--- config.mk ---
export PLATFORM = sky130hd
export DESIGN_NAME = dense2_seq_ctrl
export DESIGN_NICKNAME = d
export VERILOG_FILES = /design/src/rtl/dense2_seq_ctrl.sv
export SDC_FILE = /design/constraint.sdc
export NUM_CORES = 1
export LEC_CHECK = 0
export ABC_CLOCK_PERIOD_IN_PS = 3300
export CORE_MARGIN = 2
export CORE_UTILIZATION = 52
export CTS_CLUSTER_SIZE = 24
export DETAILED_ROUTE_END_ITERATION = 16
export HOLD_SLACK_MARGIN = 0.06
export PLACE_DENSITY = 0.79
export SLEW_MARGIN = 20
export SYNTH_ARGS = -nofsm -noshare
export SYNTH_HDL_FRONTEND = slang
export SYNTH_SLANG_ARGS = --single-unit
--- constraint.sdc ---
create_clock -name clk -period 3.3 [get_ports clk]
set_clock_uncertainty 0.15 [all_clocks]
set_input_delay 0.495 -clock clk [delete_from_list [all_inputs] [get_ports clk]]
set_output_delay 0.495 -clock clk [all_outputs]
set_load 0.02 [all_outputs]
--- src/rtl/dense2_seq_ctrl.sv ---
// -----------------------------------------------------------------------------
// dense2_seq_ctrl
//
// Sequencer for the second dense layer. One start pulse runs one inference:
//   1. PRIME   : present address 0 to the hidden buffer (1-cycle read latency).
//   2. STREAM  : N_IN cycles; each cycle forwards the activation returned for
//                the previous address to the MAC datapath with frame strobes.
//   3. WAIT    : keep the datapath enabled until mac_valid, or abort after
//                TIMEOUT cycles with err=1.
//   4. ARGMAX  : N_OUT cycles, one signed compare per cycle over the captured
//                class sums; the lowest index wins ties.
//   5. DONE    : one-cycle done pulse, then back to IDLE.
//
// Ports
//   clk, rst_n          clock, asynchronous active-low reset
//   start               one-cycle inference request, ignored unless IDLE
//   buf_addr            hidden-buffer read address (registered)
//   buf_rdata           signed activation for the previous cycle's buf_addr
//   mac_ena             datapath enable (STREAM and WAIT)
//   mac_frame_start     marks activation 0 on mac_data
//   mac_frame_end       marks activation N_IN-1 on mac_data
//   mac_data            activation to datapath (buf_rdata while streaming)
//   mac_valid           datapath result valid, only observed in WAIT
//   mac_sum             N_OUT signed 16-bit biased class sums, class i at [16i+:16]
//   busy                high from the cycle after start is accepted until done
//   done                one-cycle completion pulse
//   err                 qualifies done; 1 = timeout abort
//   class_idx           argmax class index
//   class_score         winning signed class sum
//
// All control outputs are registered: each *_d value is derived from the next
// state, so the output is valid in the same cycle the FSM is in that state.
// -----------------------------------------------------------------------------
module dense2_seq_ctrl #(
  parameter int N_IN    = 120,
  parameter int ADDR_W  = 7,
  parameter int N_OUT   = 10,
  parameter int TIMEOUT = 64
) (
  input  logic                  clk,
  input  logic                  rst_n,
  input  logic                  start,
  output logic [ADDR_W-1:0]     buf_addr,
  input  logic [15:0]           buf_rdata,
  output logic                  mac_ena,
  output logic                  mac_frame_start,
  output logic                  mac_frame_end,
  output logic [15:0]           mac_data,
  input  logic                  mac_valid,
  input  logic [16*N_OUT-1:0]   mac_sum,
  output logic                  busy,
  output logic                  done,
  output logic                  err,
  output logic [3:0]            class_idx,
  output logic [15:0]           class_score
);

  typedef enum logic [2:0] {
    S_IDLE,
    S_PRIME,
    S_STREAM,
    S_WAIT,
    S_ARGMAX,
    S_DONE
  } state_e;

  localparam int              WAIT_W    = (TIMEOUT > 2) ? $clog2(TIMEOUT) : 1;
  localparam logic [ADDR_W-1:0] LAST_K    = ADDR_W'(N_IN - 1);
  localparam logic [WAIT_W-1:0] LAST_WAIT = WAIT_W'(TIMEOUT - 1);
  localparam logic [3:0]        LAST_ARG  = 4'(N_OUT - 1);

  // FSM and bookkeeping
  state_e              state_q,      state_d;
  logic [ADDR_W-1:0]   k_q,          k_d;        // STREAM element index
  logic [WAIT_W-1:0]   wait_q,       wait_d;     // cycles spent in WAIT
  logic [3:0]          arg_q,        arg_d;      // ARGMAX compare index
  logic [16*N_OUT-1:0] result_q,     result_d;   // captured sums, shifted down
  logic [15:0]         best_q,       best_d;
  logic [3:0]          best_idx_q,   best_idx_d;

  // Registered outputs
  logic [ADDR_W-1:0]   buf_addr_q,    buf_addr_d;
  logic                mac_ena_q,     mac_ena_d;
  logic                frame_start_q, frame_start_d;
  logic                frame_end_q,   frame_end_d;
  logic                busy_q,        busy_d;
  logic                done_q,        done_d;
  logic                err_q,         err_d;
  logic [3:0]          class_idx_q,   class_idx_d;
  logic [15:0]         class_score_q, class_score_d;

  // ARGMAX compare of the current candidate against the running best
  logic [15:0]         cand;
  logic                take;
  logic [15:0]         win_score;
  logic [3:0]          win_idx;

  // NOTE: every signal written in this block gets a default first, so no
  // path leaves a value unassigned and no latch is inferred.
  always_comb begin
    state_d       = state_q;
    k_d           = k_q;
    wait_d        = wait_q;
    arg_d         = arg_q;
    result_d      = result_q;
    best_d        = best_q;
    best_idx_d    = best_idx_q;
    class_idx_d   = class_idx_q;
    class_score_d = class_score_q;
    err_d         = 1'b0;
    buf_addr_d    = '0;

    // The captured sums are shifted down one class per ARGMAX cycle, so the
    // candidate is always the low word. Compare index 0 loads unconditionally;
    // later indices replace only on a strictly greater signed value.
    cand      = result_q[15:0];
    take      = (arg_q == 4'd0) || ($signed(cand) > $signed(best_q));
    win_score = take ? cand  : best_q;
    win_idx   = take ? arg_q : best_idx_q;

    unique case (state_q)
      S_IDLE: begin
        if (start) begin
          state_d = S_PRIME;
        end
      end

      S_PRIME: begin
        state_d = S_STREAM;
        k_d     = '0;
      end

      S_STREAM: begin
        if (k_q == LAST_K) begin
          state_d = S_WAIT;
          wait_d  = '0;
        end else begin
          k_d = k_q + 1'b1;
        end
      end

      S_WAIT: begin
        if (mac_valid) begin
          state_d  = S_ARGMAX;
          result_d = mac_sum;
          arg_d    = 4'd0;
        end else if (wait_q == LAST_WAIT) begin
          // Timeout abort: class outputs are left untouched.
          state_d = S_DONE;
          err_d   = 1'b1;
        end else begin
          wait_d = wait_q + 1'b1;
        end
      end

      S_ARGMAX: begin
        best_d     = win_score;
        best_idx_d = win_idx;
        result_d   = result_q >> 16;
        if (arg_q == LAST_ARG) begin
          state_d       = S_DONE;
          class_idx_d   = win_idx;
          class_score_d = win_score;
        end else begin
          arg_d = arg_q + 1'b1;
        end
      end

      S_DONE: begin
        state_d = S_IDLE;
      end

      default: begin
        state_d = S_IDLE;
      end
    endcase

    // Read address one element ahead of the element being streamed, held at
    // the last element so the buffer is never read past its end. It holds in
    // WAIT and is parked at 0 everywhere else (so PRIME presents address 0).
    if (state_d == S_STREAM) begin
      buf_addr_d = (k_d == LAST_K) ? LAST_K : k_d + 1'b1;
    end else if (state_d == S_WAIT) begin
      buf_addr_d = buf_addr_q;
    end

    mac_ena_d     = (state_d == S_STREAM) || (state_d == S_WAIT);
    frame_start_d = (state_d == S_STREAM) && (state_q == S_PRIME);
    frame_end_d   = (state_d == S_STREAM) && (k_d == LAST_K);
    busy_d        = (state_d == S_PRIME) || (state_d == S_STREAM) ||
                    (state_d == S_WAIT)  || (state_d == S_ARGMAX);
    done_d        = (state_d == S_DONE);
  end

  // NOTE: sequential state uses non-blocking assignments only, so every flop
  // samples its *_d value from before the edge regardless of statement order.
  // NOTE: the captured-sum and best-score registers are reset as well; a
  // reset mid-inference must leave no stale result that could reach
  // class_idx/class_score.
  always_ff @(posedge clk or negedge rst_n) begin
    if (!rst_n) begin
      state_q       <= S_IDLE;
      k_q           <= '0;
      wait_q        <= '0;
      arg_q         <= '0;
      result_q      <= '0;
      best_q        <= '0;
      best_idx_q    <= '0;
      buf_addr_q    <= '0;
      mac_ena_q     <= 1'b0;
      frame_start_q <= 1'b0;
      frame_end_q   <= 1'b0;
      busy_q        <= 1'b0;
      done_q        <= 1'b0;
      err_q         <= 1'b0;
      class_idx_q   <= '0;
      class_score_q <= '0;
    end else begin
      state_q       <= state_d;
      k_q           <= k_d;
      wait_q        <= wait_d;
      arg_q         <= arg_d;
      result_q      <= result_d;
      best_q        <= best_d;
      best_idx_q    <= best_idx_d;
      buf_addr_q    <= buf_addr_d;
      mac_ena_q     <= mac_ena_d;
      frame_start_q <= frame_start_d;
      frame_end_q   <= frame_end_d;
      busy_q        <= busy_d;
      done_q        <= done_d;
      err_q         <= err_d;
      class_idx_q   <= class_idx_d;
      class_score_q <= class_score_d;
    end
  end

  assign buf_addr        = buf_addr_q;
  assign mac_ena         = mac_ena_q;
  assign mac_frame_start = frame_start_q;
  assign mac_frame_end   = frame_end_q;
  assign busy            = busy_q;
  assign done            = done_q;
  assign err             = err_q;
  assign class_idx       = class_idx_q;
  assign class_score     = class_score_q;

  // Buffer data passes straight through while streaming; outside STREAM the
  // datapath sees zero so nothing stale leaks out (and reset drives it to 0).
  assign mac_data = (state_q == S_STREAM) ? buf_rdata : 16'h0000;

endmodule

==> results of run 1 <==
state kept, by name (all words and copies together), names as in the netlist, 3 cells and up:
register     flops
result_q       160
best_q          16
class_score     16
buf_addr         7
k_q              7
wait_q           6
arg_q            4
best_idx_q       4
class_idx        4
state_q          3
path summary, 6_finish.rpt:
kind,start,endpoint,slack (ps),cells after the start
hold reg to reg,best_q[7]$_DFFE_PN0P_,best_q[7]$_DFFE_PN0P_,340,1
setup / recovery,result_q[15]$_DFFE_PN0P_,best_q[2]$_DFFE_PN0P_,330,8
min in group asynchronous,rst_n,class_score[11]$_DFFE_PN0P_,470,2
hold / removal,best_q[7]$_DFFE_PN0P_,best_q[7]$_DFFE_PN0P_,340,1
max in group asynchronous,rst_n,class_idx[2]$_DFFE_PN0P_,1760,3
setup reg to reg,result_q[15]$_DFFE_PN0P_,best_q[2]$_DFFE_PN0P_,330,8
per-layer routing:
metal	GRT usage	vias to the layer above	share of wire	routed length, um
met1	0.363	4568	0.42	12200
li1	-	4662	-	-
met3	0.0509	46	0.089	2570
met4	0.0693	0	0.023	652
met2	0.407	386	0.46	13400
met5	0	-	0	0
metrics by stage:
step | cell area (um^2) | utilization | instances | power (mW)
floorplan | 11000 | - | 1255 | 2.96
global placement | 13600 | 0.651 | 1694 | 3.27
detailed placement | 13600 | 0.651 | 1694 | 3.27
CTS | 14500 | 0.690 | 1737 | 6.00
global route | 14500 | 0.690 | 1737 | 6.13
finish | 14500 | 0.690 | 1737 | 5.95
worst max-delay path, stage by stage (launching register included):
cell and delay [ps]:
dfrtp_1 400, ha_1 340, nand4_1 190, or4_1 610
nor2_1 270, o31ai_4 110, o21ai_2 140, buf_4 270
mux2_1 360
synthesized netlist by cell type (3+ instances only):
master / count / area (um^2)
a21o_1: 4 / 30.0
a21oi_1: 43 / 215
a221o_1: 3 / 30.0
a22o_1: 4 / 35.0
a31oi_1: 144 / 901
a32o_1: 3 / 30.0
and2_1: 18 / 113
buf_1: 4 / 15.0
buf_2: 3 / 15.0
clkbuf_1: 78 / 293
dfrtp_1: 233 / 5830
ha_1: 22 / 275
inv_1: 30 / 113
mux2_1: 15 / 169
mux2i_1: 3 / 30.0
nand2_1: 338 / 1270
nand3_1: 12 / 60.1
nand3b_1: 3 / 22.5
nand4_1: 6 / 37.5
nor2_1: 175 / 657
nor3_1: 4 / 20.0
nor3b_1: 3 / 22.5
o21ai_0: 26 / 130
o31a_1: 18 / 158
o31ai_1: 3 / 22.5
or3_1: 3 / 18.8
or3b_1: 3 / 26.3
xnor2_1: 6 / 52.6
xor2_1: 5 / 43.8
placed cells by master (no fill, tap or decap), types with 4 or more instances in the layout:
cell type	count
a31oi_1	144
and2_1	18
inv_1	30
o21ai_0	26
nand3_1	12
buf_12	9
xor2_1	5
mux2_1	15
a21oi_1	43
nor2_1	173
o31a_1	18
a21o_1	4
dfrtp_1	233
nor3_1	4
clkbuf_8	5
clkbuf_16	25
ha_1	22
nand4_1	6
a22o_1	4
nand2_1	337
clkdlybuf4s50_1	227
xnor2_1	6
clkbuf_1	9
buf_4	15
where the power goes:
group / internal (mW) / leakage (nW) / switching, mW
sequential: 2.87 / 2.43 / 0.00537
clock: 1.65 / 0.387 / 1.08
combinational: 0.220 / 3.32 / 0.120
total: 4.74 / 6.13 / 1.20
final cells by class:
cell class | count | area, um^2 | area share
Clock buffer | 39 | 728 | 0.0504
Tap cell | 275 | 344 | 0.0238
Timing Repair Buffer | 253 | 2590 | 0.179
Inverter | 30 | 113 | 0.00779
Clock inverter | 3 | 65.1 | 0.00450
Sequential cell | 233 | 5830 | 0.403
Multi-Input combinational cell | 904 | 4780 | 0.331
cells by family after synthesis:
group | after synthesis | synth area share
multiplexers | 21 | 0.0221
adder cells (fa/ha/maj) | 22 | 0.0249
AO/OA/AOI/OAI | 265 | 0.155
AND/OR/NAND/NOR | 585 | 0.218
flip-flops | 233 | 0.528
XOR/XNOR | 11 | 0.00873
buffers and inverters | 118 | 0.0422
==> results_dict.tcl, run 1 <==
set metrics [dict create \
    dr.pass1.iters 7 \
    cts_tree "built" \
    worst_ep_arrival_time_ps 3210 \
    min_period_over_period 0.900 \
    num_antenna_cells 0 \
    fp.dieH_um 150 \
    wl_per_cell_um 16.6 \
    fill_cells 1695 \
    clk_pin_slew_worst_paths_ps 60 \
    clock_path_buffers 3 \
    layout_setup_ws_ps 329 \
    viasPerCell 5.56 \
    hpwl_mm 19.7 \
    ioPinCount 229 \
    ys_warn_count 0 \
    worst_pin_slew_ps 718 \
    synth_async_sr_flop_share 1.00 \
    rows 53 \
    numCtsBuffers 24 \
    area_growth_pct 31.0 \
    powerDensity_nw_per_um2 411 \
    drtAntennaViolNets 0 \
    yosys_register_bits 233 \
    finalNetCount 1648 \
    core_um2 21000 \
    syn_nets 1457 \
    portBuffers 228 \
    setup_tns_ps 0 \
    place_ws_ps 346 \
    grt_max_degree 154 \
    drt_iter0_drc 666 \
    hold_viol 0 \
    finalMaxSlewViolations 0 \
    cap_viol_max_count 0 \
    synth_ff_type "dfrtp_1" \
    drive_gt1_frac 0.0513 \
    grt_pass1_wl_mm 45.9 \
    grt-ovfl-total 0 \
    start_util 0.527 \
    routed_wl_mm 28.9 \
    htreeDepth 1 \
    seq_area_frac_synth 0.528 \
    hold_class "register to register" \
    fmax_ghz 0.337 \
    ir_drop_mv 0.327 \
    clock_latency_ps 510 \
    clockRootBuffer "clkbuf_16" \
    path_max_fanout 15 \
    rsz0062_at_grt "no" \
    antenna_found_initial 0 \
    yosys.cell_types.count 61 \
    postCtsHoldBufs 1 \
    crit_path_end_kind "register" \
    slew-limit-headroom 0.521 \
    vias 9662 \
    syn_area_um2 11000 \
    status "complete, no violations" \
    crit_type "register to register" \
    leakage_nw 6.13 \
    synth_enable_flop_cells 0 \
    required_ps 3540 \
    die_area_um2 22400 \
    die_w_um 150 \
    setup_viol 0 \
    gp_congestion 0.843 \
    cts_setup_buffers 0 \
    cts-resized-gates 0 \
    grt_usage 0.256 \
    grt_pass1_vias 9194 \
    drc_errors 0 \
    critPathLaunchType "register" \
    period_needed_ps 2970 \
    synthCells 1255 \
    syn_area_per_cell_um2 8.79 \
    clkSinkCount 233 \
    hold-worst-slack_ps 339 \
]
No activity file was read; power rests on OpenSTA's default activity.
==> run 2, diff against run 1 <==
--- a/config.mk
+++ b/config.mk
@@ -5,13 +5,13 @@
 export SDC_FILE = /design/constraint.sdc
 export NUM_CORES = 1
 export LEC_CHECK = 0
-export ABC_CLOCK_PERIOD_IN_PS = 3300
+export ABC_CLOCK_PERIOD_IN_PS = 2450
 export CORE_MARGIN = 2
-export CORE_UTILIZATION = 52
+export CORE_UTILIZATION = 47
 export CTS_CLUSTER_SIZE = 24
 export DETAILED_ROUTE_END_ITERATION = 16
 export HOLD_SLACK_MARGIN = 0.06
-export PLACE_DENSITY = 0.79
+export PLACE_DENSITY = 0.75
 export SLEW_MARGIN = 20
 export SYNTH_ARGS = -nofsm -noshare
 export SYNTH_HDL_FRONTEND = slang
==> constraint.sdc (replaced) <==
create_clock -name clk -period 2.45 [get_ports clk]
set_clock_uncertainty 0.15 [all_clocks]
set_input_delay 0.3675 -clock clk [delete_from_list [all_inputs] [get_ports clk]]
set_output_delay 0.3675 -clock clk [all_outputs]
set_load 0.02 [all_outputs]
==> run 2 against run 1 <==
Against the previous run: the flow now finishes with violations (setup timing); sequential power is 35% higher; power increased by 45%; cell area grew 8.1%; first-iteration DRC count is 6.3% higher; largest cell class unchanged; highest routed layer unchanged; global-route usage down 0.83 points; setup slack worse by 580 ps; routed wire length increased by 7.9%; via count grew 3.6%.
==> results_dict.tcl, run 2 (synthesis gave the netlist of run 1 again) <==
set metrics [dict create \
    cts_tree "built" \
    fill_cells 1846 \
    layout_setup_ws_ps -256 \
    setup_tns_ps -7230 \
    cap_viol_max_count 0 \
    critical_path_buf_inv_count 3 \
    worst_ep_arrival_time_ps 2960 \
    cpMostUsedCell "buf_6" \
    path_max_fanout 6 \
    ioPinCount 229 \
    gp_congestion 0.843 \
    reg2reg_depth 10 \
    routed_wl_mm 31.1 \
    holdPathStages 3 \
    path_delay_family "compound AO/OA/AOI/OAI gates" \
    slew-limit-headroom 0.550 \
    cpPeakStageDelay_ps 580 \
    critPathLaunchType "register" \
    p_sw_frac 0.203 \
    viasPerCell 5.34 \
    worstSetupStartpoint "best_q[6]$_DFFE_PN0P_" \
    top_register "result_q" \
    grt_max_degree 102 \
    worst_pin_slew_ps 675 \
    wl_per_cell_um 16.6 \
    pwr-share-comb 0.054 \
    status "complete, but fails checks" \
    area_growth_pct 41.6 \
    hold_class "primary input to register" \
    finalNetCount 1740 \
    dr.pass1.iters 5 \
    pwr-share-clk 0.496 \
    grt_pass1_vias 9571 \
    place_ws_ps -256 \
    register_area_um2 5830 \
    leakage_nw 6.75 \
    crit_type "register to register" \
    htreeDepth 1 \
    path_cells "inv_2 -> ha_4 -> nand4_1 -> or4_4 -> a21o_1 -> a31oi_4 -> o21ai_4 -> buf_6 -> buf_6 -> a32o_1" \
    start_util 0.474 \
    fmax_ghz 0.370 \
    num_antenna_cells 0 \
    power_switching_mw 1.75 \
    clock_latency_ps 510 \
    vias 10000 \
    p_int_mw 6.85 \
    finalMaxSlewViolations 0 \
    largest_reg_flops 160 \
    hold_viol 0 \
    hold-worst-slack_ps 247 \
    grt-ovfl-total 0 \
    clkSinkCount 233 \
    portBuffers 228 \
    die_w_um 157 \
    multi_input_area_um2 5010 \
    drt_iter0_drc 708 \
    clockRootBuffer "clkbuf_16" \
    grt_pass1_wl_mm 49.0 \
    drtAntennaViolNets 0 \
    fin_cells 1875 \
    hpwl_mm 21.7 \
    antenna_found_initial 0 \
    period_needed_ps 2710 \
    finalPower_mw 8.60 \
    dp.cells 1811 \
    clk_pin_slew_worst_paths_ps 60 \
    grt_usage 0.248 \
    crit_cells 10 \
    crit_path_end_kind "register" \
    die_area_um2 24700 \
    reg2reg_slack_ps -260 \
    pwr-share-seq 0.450 \
    violations "setup timing" \
    min_period_over_period 1.10 \
    worstReg2RegStart "best_q[6]$_DFFE_PN0P_" \
    min_from "mac_sum[153]" \
    drive_gt1_frac 0.153 \
    final_cell_mix "nand2_1 (335), dfrtp_1 (230), clkdlybuf4s50_1 (211), nor2_1 (172), a31oi_1 (144)" \
    rsz0062_at_grt "yes" \
    crit_slowest_cell "or4_4" \
    final_common_cell "nand2_1" \
    required_ps 2700 \
    powerDensity_nw_per_um2 550 \
    core_um2 23300 \
    numCtsBuffers 25 \
    drc_errors 0 \
    fp.dieH_um 157 \
    rows 56 \
    ir_drop_mv 0.353 \
    clock_path_buffers 3 \
    setup_viol 39 \
]
-- run 2: cell types whose count changed in the layout (fill, tap and decap cells not counted), sizes merged --
cell | previous run | this run
clkdlybuf4s50 | 227 | 211
clkinvlp | 0 | 2
clkbuf | 39 | 42
clkinv | 1 | 6
bufinv | 2 | 7
buf | 25 | 120
-- run 2: path summary, 6_finish.rpt --
kind                                        endpoint
hold reg to reg                best_q[9]$_DFFE_PN0P_
max in group asynchronous       state_q[0]$_DFF_PN0_
setup reg to reg           best_idx_q[2]$_DFFE_PN0P_
setup / recovery           best_idx_q[2]$_DFFE_PN0P_
hold / removal             result_q[153]$_DFFE_PN0P_
min in group asynchronous  result_q[118]$_DFFE_PN0P_
-- run 2: stage by stage --
stage | util | instance area, um^2
after floorplan | - | 11100
after global placement | 0.620 | 14400
after detailed placement | 0.620 | 14400
after CTS | 0.666 | 15500
after global routing | 0.672 | 15600
final | 0.672 | 15600
-- run 2: metal layers --
metal	wire length (um)	part of all wire	track usage	vias to the layer above
met5	0	0	0	-
met4	828	0.027	0.0645	0
met3	2160	0.069	0.0355	59
met2	14300	0.46	0.395	388
met1	13800	0.44	0.358	4733
li1	-	-	-	4827
-- run 2: area by class of cell --
class	instances	area share
flip-flops and latches	233	0.373
multi-input cells	904	0.321
repair buffers	344	0.214
clock buffers	30	0.0432
well taps	319	0.0255
clock inverters	15	0.0163
inverters	30	0.00721
-- run 2: worst min-delay path: cells and delay by family --
family / cells / cell delay, ps
AOI/OAI and AO/OA: 1 / 50
buffers and inverters: 1 / 390
and+or+nand+nor: 1 / 60
-- run 2: what timing repair did --
action,4_1_cts,5_1_grt
endpoints found under the hold margin,74,0
endpoints found under the setup margin,60,65
gates resized for setup,58,50
pin swaps,8,22
gates cloned,0,0
setup buffers,4,15
hold buffers,1,0
-- run 2: power groups by stage --
| stage | combinational [mW] | sequential [mW] | clock [mW] |
|---|---|---|---|
| 2_1_floorplan | 0.0435 | 3.94 | 0 |
| 3_5_place_dp | 0.482 | 3.94 | 0 |
| 4_1_cts | 0.479 | 3.87 | 4.31 |
| 5_1_grt | 0.500 | 3.87 | 4.48 |
| 3_3_place_gp | 0.482 | 3.94 | 0 |
| 6_report | 0.466 | 3.87 | 4.26 |
